`config.mk`:
```
export PLATFORM = sky130hd
export DESIGN_NAME = param_shift_reg
export DESIGN_NICKNAME = d
export VERILOG_FILES = /design/src/rtl/param_shift_reg.sv
export SDC_FILE = /design/constraint.sdc
export NUM_CORES = 1
export LEC_CHECK = 0
export CORE_MARGIN = 2
export CORE_UTILIZATION = 35
export CTS_CLUSTER_DIAMETER = 200
export DETAILED_ROUTE_END_ITERATION = 8
export PLACE_DENSITY_LB_ADDON = 0.25
export REMOVE_ABC_BUFFERS = 1
export SYNTH_ARGS = -nofsm -noshare
export SYNTH_HDL_FRONTEND = slang
export SYNTH_SLANG_ARGS = --single-unit
```
`constraint.sdc`:
```
create_clock -name clk -period 1.5 [get_ports clk]
set_clock_uncertainty 0.15 [all_clocks]
set_input_delay 0.3 -clock clk [delete_from_list [all_inputs] [get_ports clk]]
set_output_delay 0.3 -clock clk [all_outputs]
set_load 0.1 [all_outputs]
```
`src/rtl/param_shift_reg.sv`:
```
// Parametrised storage/shift element: parallel load, serial shift, rotate,
// synchronous preset and increment with a registered carry out.
module param_shift_reg #(
  parameter int               WIDTH        = 8,
  parameter logic [WIDTH-1:0] RESET_VALUE  = '0,
  parameter logic [WIDTH-1:0] PRESET_VALUE = '1
) (
  input  logic             clk,
  input  logic             rst,
  input  logic             e,
  input  logic [2:0]       mode,
  input  logic [WIDTH-1:0] d,
  input  logic             sin_l,
  input  logic             sin_r,
  output logic [WIDTH-1:0] q,
  output logic             co,
  output logic             sout_l,
  output logic             sout_r
);

  localparam logic [WIDTH-1:0] ONE = {{(WIDTH-1){1'b0}}, 1'b1};

  // An unknown mode poisons q and co so that the problem shows up in simulation.
  always_ff @(posedge clk or posedge rst) begin
    if (rst) begin
      q  <= RESET_VALUE;
      co <= 1'b0;
    end else if (e) begin
      case (mode)
        3'b000: begin q <= q;                            co <= 1'b0; end
        3'b001: begin q <= d;                            co <= 1'b0; end
        3'b010: begin q <= {q[WIDTH-2:0], sin_l};        co <= 1'b0; end
        3'b011: begin q <= {sin_r, q[WIDTH-1:1]};        co <= 1'b0; end
        3'b100: begin q <= {q[WIDTH-2:0], q[WIDTH-1]};   co <= 1'b0; end
        3'b101: begin q <= {q[0], q[WIDTH-1:1]};         co <= 1'b0; end
        3'b110: begin q <= PRESET_VALUE;                 co <= 1'b0; end
        3'b111: begin q <= q + ONE;                      co <= &q;   end
        default: begin q <= 'x;                          co <= 1'bx; end
      endcase
    end
  end

  assign sout_l = q[WIDTH-1];
  assign sout_r = q[0];

endmodule

```
Word level (Yosys, flattened, before mapping)
Cells that the tools add are included.
{ "classes": {"addsub": 1, "multipliers": 0, "div": 0, "magnitude_cmp": 0, "eq_ne": 7, "shift": 0, "muxes": 2, "bitwise": 1, "reduce_logical": 4} }
{ "op_table": {"columns": ["cell", "n"], "rows": [
  ["one-hot mux 8 bit (7 select lines)", 1],
  ["equality test 3 bit (second input constant)", 4],
  ["adder 8 x 1 -> 8 bit (second input constant)", 1],
  ["AND reduction 8 bit", 1],
  ["OR reduction 7 bit", 1],
  ["equality test 3 x 2 -> 1 bit (second input constant)", 2],
  ["equality test 3 x 1 -> 1 bit (second input constant)", 1],
  ["zero test 3 bit", 1],
  ["one-hot mux 1 bit (2 select lines)", 1],
  ["AND reduction 2 bit", 1],
  ["NOT 1 bit", 1]
]} }
{ "totals": {"reg_bits": 9, "latch_bits": 0, "ram_bits": 0, "rom_bits": 0, "inputBits": 16, "out_inout_bits": 11, "word_cells": 17, "memories": 0} }

Depth between registers and ports, before layout
{ "depth": {"ltp_word": 3, "mapped_depth": 6, "depth_no_buf": 5} }

Worst setup path after synthesis
OpenSTA, ideal clock, no wires.
{ "synth_path": {"kind": "flip-flop to flip-flop", "start": "reg q[0]", "end": "reg q[4]", "setup_ns": 0.137, "t_arrival_ns": 2.064, "t_required_ns": 1.213, "slack_ns": -0.851, "path_stages_with_launch": 6, "path_buffers": 0, "period_less_slack_ns": 2.351, "cell_sequence": "dfrtp_1 -> ha_1 -> nand3_1 -> xnor2_1 -> a2111oi_0 -> nor3_1"} }
{ "synth_via": {"elab_chain_cells": 2} }
{ "synth_lines": {"columns": ["item", "line_no", "text"], "rows": [
  ["from (decl)", "15", "output logic [WIDTH-1:0] q,"],
  ["from (signal assigned)", "37", "3'b111: begin q <= q + ONE; co <= &q; end"],
  ["adder 8 x 1 -> 8 bit", "37", null],
  ["one-hot mux 8 bit (7 select lines)", "29", "case (mode)"]
]} }
No other way between the ends.
A chain may end at the register's enable or synchronous reset.

Worst setup path after layout
{ "layout_path": {"start": "reg q[0]", "end": "reg q[5]"} }
The elaborated chain is that of the path after synthesis.

==> summary.md <==
| Metric | Value |
|---|---|
| Status | `complete, but fails checks` |
| Failing checks | `setup timing` |
| RR Endpoint | `q[5]$_DFFE_PP0P_` |
| Commonest cells after routing, fill and taps aside | `buf_4 (27), a21oi_1 (14), clkdlybuf4s50_1 (11), buf_12 (11)` |
| Rel. slew slack | `62.9%` |
| Remaining antenna violation count | `0` |
| Crit-path leading delay family | `simple AND/OR/NAND/NOR gates` |
| DIE HEIGHT | `~53 µm` |
| WL per Instance | `approximately 14 µm` |
| Final Util | `between 60 and 70%` |
| Max stage delay on crit path | `between 0.3 and 0.4 ns` |
| Worst-margin pin slew | `0.551 ns` |
| Die Wd | `~53 µm` |
| Starting Density | `between 30% and 40%` |
| Buffers & Inverters on Critical Path | `1` |
| Clock sink count | `9` |
| Top cells by area, synth | `dfrtp_1 (27%), a21oi_1 (8.3%), o21ai_0 (6.5%)` |
| Area of placed instances | `1370 µm²` |
| Vias in the first global route | `around 970` |
| Pre-CTS WS | `-0.519 ns` |
| H-Tree Depth | `1` |
| Library cells used by synthesis | `36` |
| FFs w/ async S/R, synth | `100%` |
| Critical Path, Cell by Cell | `buf_4 -> nand3_2 -> or3_1 -> a21oi_1 -> a2bb2oi_2` |
| Inst Count DP | `roughly 180` |
| Core area | `2250 µm²` |
| Setup Viol. Count Final | `2` |
| Wire length of the first global-routing pass | `approximately 4.3 mm` |
| Clock-pin slew of the registers on the worst-case setup and hold paths | `roughly 0.060 ns` |
| P_leak | `~0.59 nW` |
| Area grow syn2layout | `68.4%` |
| Fin. Hold Viols | `0` |
| Vias/cell | `5.45` |
| Worst skew pair latency | `0.25 ns` |
| CP max FO | `8` |
| Most used DFF post-synth | `dfrtp_1` |
| Commonest non-fill, non-tap cell in the layout | `buf_4` |
| Register bit total from synthesis | `9` |
| Post-Route WL | `around 2.7 mm` |
| Gpl congestion | `about 0.85` |
| Die ar. | `2820 µm²` |
| Min Tclk post-route | `around 1.5 ns` |
| Required @ worst endpoint | `1.53 ns` |
| R2R Setup Slk | `-0.03 ns` |
| Cells after Synth | `roughly 110` |
| All-layer global routing usage | `between 20% and 30%` |
| CTS tree | `yes` |
| Initial DRC count | `22` |
| CP arrival | `1.56 ns` |
| Synth warnings | `0` |
| VDD IR max | `between 0.6 and 0.7 mV` |
| Max_cap viols | `0` |
| Post-Synthesis Cell Area | `845 µm²` |
| Synth top area share | `a little over a quarter` |
| Half-perimeter wire length after placement | `around 2 mm` |
| Setup crit start kind | `flop` |
| Period Utilization, post-route | `102%` |
| Crit end category | `flop` |
| Max Freq | `about 0.65 GHz` |
| Final Cell Area | `between 1000 and 1500 µm²` |
| RSZ-0062 raised after global routing | `true` |
| Initial antenna violation count | `0` |
| Power per Cell Area | `1070 nW/µm²` |
| DR pass1 iterations | `4` |
| CTS Root Cell | `clkbuf_4` |
| Port Buf Inserts | `26` |
| GRT Residual Overflow | `0` |
| Ant diodes | `0` |
| Hold Path Class | `in2async` |
| Bufs on Longest Clock Path | `2` |
| DR DRC count | `0` |
| Tot Pwr | `between 0.0015 and 0.002 W` |
| Vias | `around 1,000` |
| # IOs | `27` |
| Fraction of layout cells with a size suffix above 1 | `33.3%` |
| Critical R2R Launch | `q[0]$_DFFE_PP0P_` |
| Cell taking the most area after synthesis | `dfrtp_1` |
| Crit-path slowest cell | `dfrtp_1` |
| Fin cells | `about 190` |
| Post-synth EDFFs | `0` |
| CTS Buf Count | `3` |
| NumNets Final | `about 180` |
| Largest net degree at the start of global routing | `12` |
| Syn_area_per_cell | `7.41 µm²` |
| Max-slew violations | `0` |
| Std-Cell Rows | `17` |
| R2R depth | `5` |
| Final setup margin | `-0.0292 ns` |
| Post-synthesis sequential area ratio | `between 20% and 30%` |
| Critical path class | `reg2reg` |
==> sequential cells by signal, summed over array words and instances (netlist names) <==
register  flops
co            1
q             8
==> kinds of logic (layout without fill, tap and decap cells) <==
group	Yosys count	after routing	synth area share (%)
AOI/OAI and AO/OA	42	42	30.2
xor gates and xnor gates	2	2	2.07
adders and majority gates	1	1	1.48
and+or+nand+nor	43	43	25.8
buffers and inverters	14	59	10.2
muxes	3	3	3.56
DFF	9	9	26.7
==> through the flow <==
stage / setup TNS (ns) / hold WS [ns]
floorplan: -13.28 / -0.0221
global placement: -3.69 / 0.419
detailed placement: -4.15 / 0.429
CTS: -0.131 / 0.177
global route: -0.348 / 0.212
finish: -0.0526 / 0.161
==> final cells by class <==
| type | instances | area [µm²] |
|---|---|---|
| repair buffers | 53 | 566 |
| flip-flops and latches | 9 | 228 |
| fillers | 201 | 832 |
| well taps | 28 | 35.0 |
| clock buffers | 4 | 26.3 |
| multi-input cells | 91 | 561 |
| inverters | 2 | 7.51 |
==> metal layers <==
layer / GRT usage, % / share of wire, % / up-vias
li1: - / - / 505
met1: 26.6 / 43 / 481
met2: 35.8 / 50 / 30
met3: 3.11 / 5.0 / 4
met4: 6.84 / 1.3 / 0
met5: 0 / 0 / -
==> worst max-delay path by stage <==
| stage | endpoint | from | depth (start not counted) | slack, ns |
|---|---|---|---|---|
| floorplan | q[4]$_DFFE_PP0P_ | q[0]$_DFFE_PP0P_ | 5 | -1.53 |
| global placement | q[4]$_DFFE_PP0P_ | mode[2] | 6 | -0.48 |
| detailed placement | q[4]$_DFFE_PP0P_ | mode[2] | 6 | -0.52 |
| CTS | q[5]$_DFFE_PP0P_ | q[0]$_DFFE_PP0P_ | 5 | -0.06 |
| global route | q[5]$_DFFE_PP0P_ | q[0]$_DFFE_PP0P_ | 5 | -0.12 |
| finish | q[5]$_DFFE_PP0P_ | q[0]$_DFFE_PP0P_ | 5 | -0.03 |
==> synthesized netlist by cell type (2+ instances only) <==
| master | count |
|---|---|
| nand2_1 | 10 |
| inv_1 | 2 |
| nor3b_1 | 2 |
| a311oi_1 | 2 |
| a21oi_1 | 14 |
| a31oi_1 | 2 |
| mux2i_1 | 3 |
| nand3_1 | 3 |
| nor3_1 | 5 |
| or3_1 | 5 |
| buf_6 | 2 |
| buf_2 | 6 |
| o21ai_0 | 11 |
| o21a_1 | 2 |
| dfrtp_1 | 9 |
| xnor2_1 | 2 |
| and3_1 | 2 |
| nor2_1 | 10 |
| o21ai_1 | 3 |
| buf_4 | 3 |
==> report_power, final <==
part	total [W]	internal (W)	leakage (nW)	switching, W
Sequential	0.000327	0.000282	0.104	0.0000446
Combinational	0.00102	0.000411	0.469	0.000609
Clock	0.000182	0.000102	0.0150	0.0000795
Total	0.00153	0.000796	0.588	0.000733
==> what timing repair did <==
| item | CTS | global route |
|---|---|---|
| cloned | 0 | 0 |
| setup buffers | 0 | 1 |
| pin swaps | 2 | 1 |
| resized for setup | 7 | 10 |
| hold buffers | 0 | 0 |
| endpoints found under the setup margin | 10 | 12 |
Note: power is estimated with default switching activity, not from simulation.
